===== config.mk =====
export PLATFORM = sky130hd
export DESIGN_NAME = buffer_ptr_ctrl
export DESIGN_NICKNAME = d
export VERILOG_FILES = /design/src/rtl/buffer_ptr_ctrl.sv
export SDC_FILE = /design/constraint.sdc
export NUM_CORES = 1
export LEC_CHECK = 0
export ABC_AREA = 1
export ABC_CLOCK_PERIOD_IN_PS = 4700
export CAP_MARGIN = 20
export CORE_ASPECT_RATIO = 0.8
export CORE_MARGIN = 5
export CORE_UTILIZATION = 54
export DETAILED_ROUTE_END_ITERATION = 10
export GPL_TIMING_DRIVEN = 1
export PLACE_DENSITY_LB_ADDON = 0.3
export SYNTH_ARGS = -nofsm -noshare
export SYNTH_HDL_FRONTEND = slang
export SYNTH_SLANG_ARGS = --single-unit

===== constraint.sdc =====
create_clock -name clk -period 4.7 [get_ports clk]
set_input_delay 0.94 -clock clk [delete_from_list [all_inputs] [get_ports clk]]
set_output_delay 0.94 -clock clk [all_outputs]
set_load 0.005 [all_outputs]

===== src/rtl/buffer_ptr_ctrl.sv =====
// Store/get pointer pair for the shared USB/CDL data buffer: wrap-around addressing,
// occupancy, full/empty flags and sticky error reporting. Optional macro: BPC_WATERMARK_EN.
module buffer_ptr_ctrl #(
  parameter int unsigned DEPTH    = 64,
`ifdef BPC_WATERMARK_EN
  parameter int unsigned AF_LEVEL = 56,
  parameter int unsigned AE_LEVEL = 8,
`endif
  localparam int unsigned ADDR_W  = $clog2(DEPTH)
) (
  input  logic              clk,
  input  logic              n_rst,
  input  logic              clr,
  input  logic              store_rx_packet_data,
  input  logic              store_tx_data,
  input  logic              get_rx_data,
  input  logic              get_tx_packet_data,
  output logic [ADDR_W-1:0] store_ptr,
  output logic [ADDR_W-1:0] get_ptr,
  output logic [ADDR_W:0]   buffer_occupancy,
  output logic              full,
  output logic              empty,
  output logic              overflow_err,
  output logic              underflow_err
`ifdef BPC_WATERMARK_EN
  ,
  output logic              almost_full,
  output logic              almost_empty
`endif
);

  localparam logic [ADDR_W:0] PtrOne   = (ADDR_W + 1)'(1);
  localparam logic [ADDR_W:0] DepthOcc = (ADDR_W + 1)'(DEPTH);

  // Pointers carry an extra wrap bit so full and empty stay distinguishable.
  logic [ADDR_W:0] wptr_q, wptr_d;
  logic [ADDR_W:0] rptr_q, rptr_d;
  logic            overflow_err_q, overflow_err_d;
  logic            underflow_err_q, underflow_err_d;
  logic [ADDR_W:0] occupancy;
  logic            store_req, get_req;
  logic            store_acc, get_acc;

  assign occupancy = wptr_q - rptr_q;
  assign full      = (occupancy == DepthOcc);
  assign empty     = (occupancy == '0);

  always_comb begin
    store_req       = store_rx_packet_data | store_tx_data;
    get_req         = get_rx_data | get_tx_packet_data;
    store_acc       = store_req & ~full;
    get_acc         = get_req & ~empty;
    wptr_d          = wptr_q;
    rptr_d          = rptr_q;
    overflow_err_d  = overflow_err_q;
    underflow_err_d = underflow_err_q;
    if (clr) begin
      wptr_d          = '0;
      rptr_d          = '0;
      overflow_err_d  = 1'b0;
      underflow_err_d = 1'b0;
    end else begin
      if (store_acc) wptr_d = wptr_q + PtrOne;
      if (get_acc)   rptr_d = rptr_q + PtrOne;
      overflow_err_d  = overflow_err_q | (store_req & full);
      underflow_err_d = underflow_err_q | (get_req & empty);
    end
  end

  always_ff @(posedge clk) begin
    if (!n_rst) begin
      wptr_q          <= '0;
      rptr_q          <= '0;
      overflow_err_q  <= 1'b0;
      underflow_err_q <= 1'b0;
    end else begin
      wptr_q          <= wptr_d;
      rptr_q          <= rptr_d;
      overflow_err_q  <= overflow_err_d;
      underflow_err_q <= underflow_err_d;
    end
  end

  assign store_ptr        = wptr_q[ADDR_W-1:0];
  assign get_ptr          = rptr_q[ADDR_W-1:0];
  assign buffer_occupancy = occupancy;
  assign overflow_err     = overflow_err_q;
  assign underflow_err    = underflow_err_q;

`ifdef BPC_WATERMARK_EN
  localparam logic [ADDR_W:0] AfLevel = (ADDR_W + 1)'(AF_LEVEL);
  localparam logic [ADDR_W:0] AeLevel = (ADDR_W + 1)'(AE_LEVEL);

  logic [ADDR_W:0] occupancy_d;
  logic            almost_full_q, almost_full_d;
  logic            almost_empty_q, almost_empty_d;

  // Judged on next-state occupancy so the watermarks change on the same edge as full/empty.
  always_comb begin
    occupancy_d    = wptr_d - rptr_d;
    almost_full_d  = (occupancy_d >= AfLevel);
    almost_empty_d = (occupancy_d <= AeLevel);
  end

  always_ff @(posedge clk) begin
    if (!n_rst) begin
      almost_full_q  <= 1'b0;
      almost_empty_q <= 1'b1;
    end else begin
      almost_full_q  <= almost_full_d;
      almost_empty_q <= almost_empty_d;
    end
  end

  assign almost_full  = almost_full_q;
  assign almost_empty = almost_empty_q;
`endif

endmodule

## After elaboration in Yosys (flattened, before gate mapping)

Index checks and enable logic that the tools add are counted.

| storage, ports and cells | value |
|---|---|
| bits in registers | 16 |
| output and inout bits | 23 |
| logic and storage cells | 21 |

| cells by class | value |
|---|---|
| $add $sub $neg | 3 |
| equality and inequality tests | 1 |
| bitwise operators | 11 |
| reduce and logical (&&, ||, !) cells | 2 |

Operator list:

| operator | count |
|---|---|
| adder 7 x 1 -> 7 bit (second input constant) | 2 |
| equality test 7 bit (second input constant) | 1 |
| zero test 7 bit | 1 |
| subtractor 7 bit | 1 |
| AND 1 bit | 4 |
| OR 1 bit | 4 |
| NOT 1 bit | 3 |
| OR reduction 2 bit | 1 |

## Depth between registers and ports, before layout

| depth | value |
|---|---|
| word-level depth | 4 |
| mapped depth | 15 |
| depth with buffers taken out | 14 |

## Worst setup path after synthesis

Ideal clock, no wire load.

| timing | value |
|---|---|
| kind | register to output |
| start | register wptr_q[0] |
| end | output empty |
| arrival | 2.056 ns |
| setup slack | 1.704 ns |
| stages on the path, launching flop included | 12 |
| path buffers | 1 |
| cells stage by stage | dfxtp_1 > inv_1 > ha_1 > inv_1 > fa_1 > or2_1 > nor2_4 > nand3_4 > nor2_8 > nand3_4 > buf_6 > inv_1 |

| between the ends | value |
|---|---|
| cells in the longest elaborated chain, start to end | 2 |

Ends and longest elaborated chain:

| item | RTL line | text |
|---|---|---|
| start: declaration | 36 | `logic [ADDR_W:0] wptr_q, wptr_d;` |
| start signal: assignment | 77 | `wptr_q <= wptr_d;` |
| subtractor 7 bit | 44 | `assign occupancy = wptr_q - rptr_q;` |
| named net buffer_occupancy[1] | 20 | `output logic [ADDR_W:0] buffer_occupancy,` |
| zero test 7 bit | 46 | `assign empty = (occupancy == '0);` |
| end: declaration | 22 | `output logic empty,` |

The timed path passes the listed nets, and every way through them passes these cells.

## Worst setup path in the final report

| timing | value |
|---|---|
| start | register wptr_q[0] |
| end | output empty |

| between the ends | value |
|---|---|
| cells in the longest elaborated chain, start to end | 2 |

Ends and longest elaborated chain:

| item | RTL line |
|---|---|
| subtractor 7 bit | 44 |
| zero test 7 bit | 46 |

Every way passes these cells.

==> qor.yml <==
status: "finished, final reports clean"
peakVddDrop_mv: 0.1970
num-fill-cells: 224
ys_top_cells_by_count: "nand2_1 (46), inv_1 (36), nor2_1 (27)"
yosysSeqAreaShare_pct: 23.10
io_buffers: 29
core_area_sq_um: 2462
syn_inst: 213
cp.arrival_ns: 2.93
min_period_over_period_pct: 82.38
syn_area_sq_um: 1386
regToRegSetupSlack_ns: 2.31
fin_cells: 266
dp_hpwl_mm: 2.265
viasPerCell: 4.853
fmax_ghz: 0.2583
gp_congestion: 0.8265
worstReg2RegEnd: "rptr_q[1]"
yosysTopAreaCell: "dfxtp_1"
num_antenna_cells: 0
crit_fanout: 15
track_usage_pct: 16.58
end_kind: "output port"
post_cts_buffers: 0
cts_tree: "done"
holdPathStages: 2
ys_seq_elements: 16
htree_levels: 1
synth_top_area_share_pct: 23.10
min_from: "underflow_err"
setup_viol: 0
hold_path_class: "register to register"
ys_types: 23
vias: 1291
cts_root_buffer: "clkbuf_4"
std_cell_rows: 16
multi_input_area_sq_um: 807.0
synth_nets: 229
grt_setup_unrepaired: "false"
dr.pass1.iters: 4
path_clk_slew_ns: 0.10
ioPinCount: 30
slew_viol_final: 0
layout-drive-gt1-share_pct: 9.565
synthArstFlopShare_pct: 0
clkSinkCount: 16
synth_edf_count: 0
ys.warnings.count: 0
startpoint_type: "register"
drt_iter0_drc: 43
grt_max_degree: 16
fin_skew_ns: 0.002049
drt-total-wl_mm: 2.843
initial_core_util_pct: 56.30
dp_cells: 262
antenna_found_initial: 0
grt_pass1_vias: 1132
period_needed_ns: 3.872
numCtsBuffers: 3
synth-main-ff-cell: "dfxtp_1"
register_area_sq_um: 320.3
finalNetCount: 247
cts_resized: 0
required_ns: 3.76
tightestPinTransition_ns: 1.017
overflow: 0
leakage_nw: 0.7343
clk_path_buf_depth: 2
slew_headroom_pct: 31.94
whs_endpoint: "underflow_err"
ant_nets: 0
synth_area_leaders: "dfxtp_1 (23%), nand2_1 (12%), inv_1 (9.7%)"
dieHeight_microns: 55.32
wl_per_cell_microns: 10.69
postCtsHoldBufs: 0
grt_pass1_wl_mm: 4.864
path_class: "register to output port"
synth_area_per_cell_sq_um: 6.509
final_hold_viol_count: 0
fin_tns_setup_ns: 0
power_density_nw_per_um2: 279.4
drc: 0
r2r_start: "wptr_q[0]"
synth_most_common_cell: "nand2_1"
maxCapViolations: 0
syn_to_final_growth_pct: 18.14
fp.dieW_microns: 66.65
dieArea_sq_um: 3687
r2r_cells: 11
insertion_delay_ns: 0.29
[worst max-delay path by stage]
stage | to | slack [ns] | from
final | empty | 0.83 | wptr_q[0]
after CTS | empty | 0.82 | wptr_q[0]
after floorplan | empty | 1.70 | wptr_q[0]
after global placement | empty | 1.22 | wptr_q[0]
after detailed placement | empty | 1.15 | wptr_q[0]
after global routing | empty | 0.65 | wptr_q[0]
[flip-flops by register name, summed over array words and instances, names as in the netlist]
signal,flops
underflow_err,1
rptr_q,7
wptr_q,7
overflow_err,1
[cell usage in the layout, fill, tap and decap left out]
cell type        netlist  routed
nand4_1                5       5
nand3_1               16      16
nor2_2                 1       1
nor3_1                 3       3
clkbuf_8               0       1
ha_1                   8       8
clkinv_1               1       1
nand3_2                4       4
nand2_4                1       1
nor2_1                27      27
nor2_4                 1       1
dfxtp_1               16      16
inv_1                 36      36
or2_1                  1       1
nor2_8                 1       1
nand3_4                3       3
nand2_2                5       5
clkdlybuf4s50_1        0      29
or2_2                  2       2
fa_1                   1       1
clkbuf_4               0       3
nand2_1               46      46
a21oi_1               19      19
[per-layer routing]
metal  vias to the layer above  wire, microns  GRT usage (%)
met5                         -              0              0
met4                         0             27          4.638
met3                         4            110          4.462
met2                        20           1292          25.71
met1                       574           1413          22.33
li1                        693              -              -
[critical path, cell delays in order, from the launching register on]
cell	delay (ns)
dfxtp_1	0.43
inv_1	0.07
ha_1	0.19
inv_1	0.10
fa_1	0.43
or2_1	0.27
nor2_4	0.13
nand3_4	0.10
nor2_8	0.14
nand3_4	0.18
inv_1	0.09
clkdlybuf4s50_1	0.50
[cell families (layout without fill, tap and decap cells)]
group | count (synthesis) | in the layout | share of synthesized area (%)
buffers and inverters | 53 | 70 | 18.68
flip-flops | 16 | 16 | 23.10
AND/OR/NAND/NOR | 116 | 116 | 42.69
adder cells (fa/ha/maj) | 9 | 9 | 8.665
AO/OA/AOI/OAI | 19 | 19 | 6.859
[layout make-up]
class | count | area share (%)
Multi-Input combinational cell | 144 | 49.27
Sequential cell | 16 | 19.56
Timing Repair Buffer | 29 | 17.72
Inverter | 37 | 8.480
Tap cell | 36 | 2.750
Clock buffer | 4 | 2.215
[report_power, final]
group / internal (W) / leakage [nW] / switching, W
logic: 0.0000991 / 0.584 / 0.000116
clock network: 0.0000473 / 0.0210 / 0.0000477
registers: 0.000141 / 0.130 / 0.00000661
[metrics by stage]
step,setup WS [ns],area [sq um],hold WS (ns),utilization [%],total power (W)
after floorplan,1.704,1386,0.4432,-,0.0003046
after global placement,1.224,1602,0.4394,65.04,0.0003622
after detailed placement,1.154,1602,0.4417,65.04,0.0003668
after CTS,0.8193,1638,0.4567,66.51,0.0004624
after global routing,0.6491,1638,0.4682,66.51,0.0004904
final,0.8279,1638,0.4518,66.51,0.0004576
No activity file was read; power rests on OpenSTA's default activity.
